===== src/rtl/addsub_norm_round_pkg.sv =====
// Shared constants for the floating-point adder datapath (aligner, swap, add/sub).
package addsub_norm_round_pkg;
  localparam int WIDTH       = 32;
  localparam int WIDTH_EXP   = 8;
  localparam int WIDTH_MAT   = 23;
  localparam int WIDTH_ROUND = 30;
  localparam int MW          = WIDTH_MAT + 1 + WIDTH_ROUND;
  localparam int LZW         = $clog2(MW + 1);
  localparam int EW1         = WIDTH_EXP + 1;

  localparam logic [WIDTH_EXP-1:0] EXP_ONES = '1;

  // FLAGS bit positions: {OVF, UNF, ZERO}
  localparam int FLAG_OVF  = 2;
  localparam int FLAG_UNF  = 1;
  localparam int FLAG_ZERO = 0;

  // IEEE single field positions
  localparam int SIGN_BIT = WIDTH - 1;
  localparam int EXP_LSB  = WIDTH_MAT;

  function automatic logic [WIDTH-1:0] pack_fp(input logic s,
                                               input logic [WIDTH_EXP-1:0] e,
                                               input logic [WIDTH_MAT-1:0] f);
    return {s, e, f};
  endfunction
endpackage


===== src/rtl/addsub_norm_round_lzc.sv =====
// Parametric leading-zero counter; all-zero input returns N.
module lzc_count #(
  parameter int N  = 54,
  parameter int CW = $clog2(N + 1)
) (
  input  logic [N-1:0]  din,
  output logic [CW-1:0] count
);
  // Highest set bit wins because later loop iterations overwrite earlier ones.
  always_comb begin
    count = CW'(N);
    for (int i = 0; i < N; i++) begin
      if (din[i]) count = CW'(N - 1 - i);
    end
  end
endmodule


===== src/rtl/addsub_norm_round.sv =====
// Effective add/subtract, normalise and round-to-nearest-even, 3-stage valid/ready pipe.
module addsub_norm_round
  import addsub_norm_round_pkg::*;
(
  input  logic                 CLK,
  input  logic                 RST,
  input  logic                 IN_VALID,
  output logic                 IN_READY,
  input  logic                 SIGN_L,
  input  logic                 SIGN_S,
  input  logic [WIDTH_EXP-1:0] EXP_L,
  input  logic [MW-1:0]        MAT_L,
  input  logic [MW-1:0]        MAT_S,
  output logic                 OUT_VALID,
  input  logic                 OUT_READY,
  output logic [WIDTH-1:0]     RESULT,
  output logic [2:0]           FLAGS
);
  logic adv1, adv2, adv3;

  logic                 v1, sign1;
  logic [MW:0]          sum1;
  logic [WIDTH_EXP-1:0] exp1;

  logic                 v2, sign2, sticky2, zero2, unf2, ovf2;
  logic [MW-1:0]        m2;
  logic [EW1-1:0]       exp2;

  logic                 sign2_d, sticky2_d, zero2_d, unf2_d, ovf2_d;
  logic [MW-1:0]        m2_d;
  logic [EW1-1:0]       exp2_d;
  logic [LZW-1:0]       lz;

  logic [WIDTH-1:0]     result_d;
  logic [2:0]           flags_d;
  logic [WIDTH_MAT:0]   kept;
  logic [WIDTH_MAT+1:0] rnd;
  logic [EW1-1:0]       exp3;
  logic                 g_bit, s_bit;

  // Backpressure chain: a stage moves when empty or when the next one moves.
  always_comb begin
    adv3     = !OUT_VALID || OUT_READY;
    adv2     = !v2 || adv3;
    adv1     = !v1 || adv2;
    IN_READY = adv1;
  end

  lzc_count #(.N(MW), .CW(LZW)) u_lzc (
    .din   (sum1[MW-1:0]),
    .count (lz)
  );

  // Normalise: right-shift on carry, otherwise left-shift by the leading-zero count.
  always_comb begin
    m2_d      = sum1[MW-1:0] << lz;
    sticky2_d = 1'b0;
    exp2_d    = {1'b0, exp1} - {{(EW1-LZW){1'b0}}, lz};
    zero2_d   = (sum1 == '0);
    unf2_d    = 1'b0;
    ovf2_d    = 1'b0;
    sign2_d   = zero2_d ? 1'b0 : sign1;
    if (sum1[MW]) begin
      m2_d      = sum1[MW:1];
      sticky2_d = sum1[0];
      exp2_d    = {1'b0, exp1} + EW1'(1);
      ovf2_d    = (exp2_d >= {1'b0, EXP_ONES});
    end else if (!zero2_d) begin
      unf2_d = ({1'b0, exp1} <= {{(EW1-LZW){1'b0}}, lz});
    end
  end

  // Round to nearest-even, then pack with exactly one exceptional flag at most.
  always_comb begin
    kept     = m2[MW-1:WIDTH_ROUND];
    g_bit    = m2[WIDTH_ROUND-1];
    s_bit    = (|m2[WIDTH_ROUND-2:0]) | sticky2;
    rnd      = {1'b0, kept} + {{(WIDTH_MAT+1){1'b0}}, (g_bit && (s_bit || kept[0]))};
    exp3     = exp2 + {{(EW1-1){1'b0}}, rnd[WIDTH_MAT+1]};
    result_d = pack_fp(sign2, exp3[WIDTH_EXP-1:0], rnd[WIDTH_MAT-1:0]);
    flags_d  = 3'b000;
    if (zero2) begin
      result_d          = '0;
      flags_d[FLAG_ZERO] = 1'b1;
    end else if (unf2) begin
      result_d          = pack_fp(sign2, '0, '0);
      flags_d[FLAG_UNF] = 1'b1;
    end else if (ovf2 || exp3 >= {1'b0, EXP_ONES}) begin
      result_d          = pack_fp(sign2, EXP_ONES, '0);
      flags_d[FLAG_OVF] = 1'b1;
    end
  end

  // Pipeline registers; reset clears every stage and wins over any transfer.
  always_ff @(posedge CLK) begin
    if (!RST) begin
      v1 <= 1'b0; sign1 <= 1'b0; sum1 <= '0; exp1 <= '0;
      v2 <= 1'b0; sign2 <= 1'b0; sticky2 <= 1'b0; zero2 <= 1'b0;
      unf2 <= 1'b0; ovf2 <= 1'b0; m2 <= '0; exp2 <= '0;
      OUT_VALID <= 1'b0; RESULT <= '0; FLAGS <= '0;
    end else begin
      if (adv1) begin
        v1    <= IN_VALID;
        sign1 <= SIGN_L;
        exp1  <= EXP_L;
        sum1  <= (SIGN_L ^ SIGN_S) ? ({1'b0, MAT_L} - {1'b0, MAT_S})
                                   : ({1'b0, MAT_L} + {1'b0, MAT_S});
      end
      if (adv2) begin
        v2      <= v1;
        sign2   <= sign2_d;
        sticky2 <= sticky2_d;
        zero2   <= zero2_d;
        unf2    <= unf2_d;
        ovf2    <= ovf2_d;
        m2      <= m2_d;
        exp2    <= exp2_d;
      end
      if (adv3) begin
        OUT_VALID <= v2;
        RESULT    <= result_d;
        FLAGS     <= flags_d;
      end
    end
  end
endmodule

===== config.mk =====
export PLATFORM = sky130hd
export DESIGN_NAME = addsub_norm_round
export DESIGN_NICKNAME = d
export VERILOG_FILES = /design/src/rtl/addsub_norm_round_pkg.sv /design/src/rtl/addsub_norm_round_lzc.sv /design/src/rtl/addsub_norm_round.sv
export SDC_FILE = /design/constraint.sdc
export NUM_CORES = 1
export LEC_CHECK = 0
export CORE_MARGIN = 3
export CORE_UTILIZATION = 50
export DETAILED_ROUTE_END_ITERATION = 6
export GPL_ROUTABILITY_DRIVEN = 0
export PLACE_DENSITY = 0.72
export SYNTH_ARGS = -nofsm -noshare
export SYNTH_HDL_FRONTEND = slang
export SYNTH_HIERARCHICAL = 1
export SYNTH_SLANG_ARGS = --single-unit
export TNS_END_PERCENT = 30

===== constraint.sdc =====
create_clock -name CLK -period 12.4 [get_ports CLK]
set_input_delay 1.86 -clock CLK [delete_from_list [all_inputs] [get_ports CLK]]
set_output_delay 1.86 -clock CLK [all_outputs]
set_load 0.01 [all_outputs]

======== Yosys cells after proc, flatten, opt, wreduce, memory -nomap -nowiden ========
Index checks and enable logic that the tools add are counted.
storage, ports and cells
  register bits ........................... 170
  input bits .............................. 122
  output and inout port bits .............. 37
cells by class
  order comparisons ....................... 3
  bitwise gates (word level) .............. 2
  reductions and logical operators ........ 11
  multiplexer cells ....................... 70
  add/subtract/negate cells ............... 6
  shift-type cells ........................ 1
operators with widths
  operator             count
  $mux 6               32
  $mux 5               16
  $mux 31              2
  $add 54x54->55       1
  $logic_not 55->1     1
  $mux 55              1
  $sub 54x54->55       1
  $mux 54              1
  $shl 54x6->54        1
  $mux 32              1
  $reduce_or 29->1     1
  $add 24x1->25        1
  $ge 9x8->1 const B   2
  $mux 3               4
  $add 8x1->9 const B  1
  $add 9x1->9          1
  $mux 1               9
  $mux 9               1
  $sub 8x6->9          1
  $le 8x6->1           1
  $mux 2               3
  $logic_or 1x1->1     5
  $logic_not 1->1      3
  $logic_and 1x1->1    1
  2 further kinds      2

======== Logic depth before layout (Yosys ltp) ========
  depth after elaboration ................. 57
  mapped depth ............................ 21
  depth with buffers taken out ............ 20

======== Modules after synthesis ========
The synthesis kept the hierarchy.
by module, submodules not included
  module             area an instance (um^2)  cells an instance  sequential area each (um^2)  instances
  addsub_norm_round  14,589.0                 1,994              3,403.3                      1
  lzc_count          650.6                    117                0.0                          1

======== Worst setup path after synthesis ========
No wires, ideal clock.
  kind .................................... input port to flip-flop
  from .................................... in MAT_S[7]
  to ...................................... reg sum1[51]
  data arrival time ....................... 5.956 ns
  buffers on the path ..................... 0
  slack ................................... 6.327 ns
  stages on the path ...................... 17
  path through ............................ or3_1 or3_4 or3_4 or3_4 o21ai_0 xor2_1 ha_1 a21oi_1 o21ai_0 a2111oi_0 a211oi_1 o21ai_1 a2bb2oi_1 o21ai_0 a21o_1 mux2i_1 a31o_2
between the ends
  cells in the longest elaborated chain, start to end .. 2
  elaborated cells between the ends (all ways) .. 3
  classes of those cells .................. add/sub (2); mux (1)
ends and longest elaborated chain
  item                                              line                                                source
  start: declaration                                addsub_norm_round.sv:13                             input logic [MW-1:0] MAT_S,
  $add 54x54->55 or $sub 54x54->55 (tied branches)  addsub_norm_round.sv:107, addsub_norm_round.sv:106
  $mux 55 *                                         addsub_norm_round.sv:106                            sum1 <= (SIGN_L ^ SIGN_S) ? ({1'b0, MAT_L} - {1'b0, MAT_S})
  end signal: assignment                            addsub_norm_round.sv:106
  end: declaration                                  addsub_norm_round.sv:22                             logic [MW:0] sum1;
Every way passes the cells marked *; elsewhere a longest branch is shown, timed or not.
A chain may end at the register's enable or synchronous reset.

======== Final worst setup path ========
Ends and elaborated chain as after synthesis.

==> qor.yml <==
synth_seq_area_share: 0.223
rsz0062_at_grt: "false"
start_util: 0.510
grt_pass1_vias: 14926
async_reset_ff_frac: 0
cts_buffers: 17
drc_errors: 0
cp-start-kind: "input pin"
synth_top_flop_cell: "dfxtp_1"
layout-drive-gt1-share: 0.0642
switching_share: 0.474
tightestPinTransition_ns: 1.11
synth-seq-cells: 170
dpl_cell_area_um2: 17000
cts.repair.resized: 0
first_pass_iters: 6
cts_max_path_buffers: 2
grtUsageTotal: 0.274
cts-root-buf: "clkbuf_16"
grt_first_pass_wirelength_um: 75900
timing.final.crit_share: 0.548
p_per_area_nw_per_um2: 203
switchingPower_w: 0.00169
r2r_start: "sum1[15]"
cts_tree: "yes"
clock_latency_ns: 0.44
power_frac_seq: 0.262
final-seq-area_um2: 3400
nets: 2359
fillCellCount: 2797
rr_worst_depth: 14
stdcell_area_um2: 17600
cts_setup_buffers: 0
grt-ovfl-total: 0
via_per_inst: 6.23
synth_area_per_cell_um2: 7.22
grt_max_degree: 90
status: "finished, final reports clean"
coreArea_um2: 29900
synthDistinctLibCells: 91
h-tree-depth: 4
total_leakage_power_nw: 6.68
syn_to_final_growth_pct: 15.3
die_w_um: 181
row_count: 63
power_frac_clock: 0.148
cts_sinks: 170
synth_area_um2: 15200
setup_viol: 0
dieArea_um2: 32600
totalWireLength_um: 46500
avgRoutedWirePerCell_um: 18.1
maxCapViolCount: 0
maxSlewViolCount: 0
hold-path-endpoint: "RESULT[24]"
r2r_end: "m2[48]"
clk_pin_slew_worst_paths_ns: 0.07
min_path_cells: 2
first_iter_violations: 1875
fin_tns_setup_ns: 0
die_h_um: 181
antenna_cells: 0
p_int_w: 0.00188
final_hold_viol_count: 0
slew_headroom: 0.252
antenna_found_initial: 0
ios: 159
synthesis.nets: 2301
setup.worst_path.end_class: "register"
total_power_w: 0.00357
reg2reg_slack_ns: 7.38
worstPathMaxFanout: 6
cts-hold-fix-buffers: 0
hold_path.class: "reg2reg"
synthCells: 2111
synth.yosys.warnings: 6
multiInputGateArea_um2: 11200
fin_crit_ns: 6.79
critical_path_class: "in2reg"
vdd_drop_max_mv: 0.107
hp-start: "RESULT[24]"
critical_path_required_ns: 12.73
pwr-share-comb: 0.589
ant_nets: 0
synth_edf_count: 0
arrival_ns: 7.12
max_freq_mhz: 147
dp_hpwl_um: 34200
clock_skew_ns: 0.0107
io_buffers: 158
vias: 16036
[final cells by class]
type / instances / share of cell area
inverters: 55 / 0.0119
flip-flops and latches: 170 / 0.194
multi-input cells: 1747 / 0.636
well taps: 390 / 0.0278
clock buffers: 18 / 0.0250
repair buffers: 178 / 0.0985
clock inverters: 14 / 0.00762
[cell families after synthesis]
group / count (synthesis) / share of synthesized area
DFF: 170 / 0.223
muxes: 94 / 0.0926
and+or+nand+nor: 833 / 0.248
xor gates and xnor gates: 138 / 0.0793
AOI/OAI and AO/OA: 614 / 0.251
adders and majority gates: 68 / 0.0568
buffers and inverters: 194 / 0.0493
[placed cells by master (no fill, tap or decap), types with 11 or more instances in the layout]
cell             synthesis  routed
a211oi_1                30      30
a21o_1                  26      26
a21oi_1                204     203
a221oi_1                11      11
a22oi_1                 27      27
a31oi_1                 40      39
and3_1                  14      13
buf_4                    1      20
clkbuf_16                0      17
clkdlybuf4s50_1          0     158
dfxtp_1                170     169
ha_1                    66      66
inv_1                   50      49
mux2i_1                 51      51
mux4_2                  37      37
nand2_1                317     316
nand2b_1                18      18
nand3_1                 61      61
nand4_1                 30      30
nor2_1                 233     233
nor2b_1                 12      11
nor3_1                  53      52
nor4_1                  36      36
o211ai_1                14      14
o21ai_0                153     153
o21bai_1                11      11
o31ai_1                 13      13
or3_1                   15      15
xnor2_1                 83      82
xor2_1                  55      54
[critical path: stages]
cell             delay (ns)
clkdlybuf4s50_1        0.45
or3_1                  0.40
or3_4                  0.34
or3_4                  0.42
or3_4                  0.38
o21ai_0                0.20
xor2_1                 0.17
ha_1                   0.31
a21oi_1                0.33
o21ai_0                0.13
a2111oi_0              0.52
a211oi_1               0.27
o21ai_1                0.29
a2bb2oi_1              0.36
o21ai_0                0.15
a21o_1                 0.20
mux2i_1                0.12
a31o_2                 0.22
[how the worst max path moves through the flow]
stage,from,to,slack [ns],cells after the start
6_report,MAT_S[7],sum1[51],5.61,18
5_1_grt,MAT_S[2],sum1[52],5.09,16
4_1_cts,MAT_S[2],sum1[52],5.71,16
3_5_place_dp,MAT_S[7],sum1[51],5.29,18
3_3_place_gp,MAT_S[7],sum1[51],5.31,18
2_1_floorplan,MAT_S[7],sum1[51],6.33,17
[synthesized netlist by cell type, types with 7 or more instances]
master / instances / area [um2]
nand2_1: 317 / 1190
nor2_1: 233 / 875
a21oi_1: 204 / 1020
dfxtp_1: 170 / 3400
o21ai_0: 153 / 766
clkbuf_1: 112 / 420
xnor2_1: 83 / 727
ha_1: 66 / 826
nand3_1: 61 / 305
xor2_1: 55 / 482
nor3_1: 53 / 265
mux2i_1: 51 / 510
inv_1: 50 / 188
a31oi_1: 40 / 250
mux4_2: 37 / 833
nor4_1: 36 / 225
a211oi_1: 30 / 225
nand4_1: 30 / 188
a22oi_1: 27 / 203
a21o_1: 26 / 195
nand2b_1: 18 / 113
or3_1: 15 / 93.8
and3_1: 14 / 87.6
buf_2: 14 / 70.1
o211ai_1: 14 / 105
o31ai_1: 13 / 97.6
nor2b_1: 12 / 75.1
a221oi_1: 11 / 96.3
and2_1: 11 / 68.8
buf_1: 11 / 41.3
o21bai_1: 11 / 82.6
a221o_1: 10 / 100
o21a_1: 7 / 52.6
o22a_1: 7 / 61.3
[power groups by stage]
stage	Clock (W)	Sequential (W)	Combinational, W
finish	0.000529	0.000937	0.00210
global route	0.000556	0.000955	0.00229
CTS	0.000534	0.000925	0.00205
detailed placement	0	0.000936	0.00204
global placement	0	0.000928	0.00202
floorplan	0	0.000861	0.00152
[state kept, by name, summed over array words and instances, names as in the netlist, 3 cells and up]
signal and cells:
sum1 55, m2 54, RESULT 32, exp2 9, exp1 8, FLAGS 3
[metal layers]
layer	routed length [um]	vias up	global-route usage
li1	-	7766	-
met1	20300	7361	0.384
met2	20600	767	0.430
met3	3830	142	0.0363
met4	1700	0	0.105
met5	0	-	0
[metrics by stage]
stage / hold WS [ns] / std cells / worst slack (ns) / util
after floorplan: 0.432 / 2111 / 6.33 / -
after global placement: 0.439 / 2540 / 5.31 / 0.569
after detailed placement: 0.447 / 2540 / 5.29 / 0.569
after CTS: 0.458 / 2572 / 5.71 / 0.588
after global routing: 0.484 / 2572 / 5.09 / 0.588
final: 0.459 / 2572 / 5.61 / 0.588
Power figures use the tool's default switching activity.
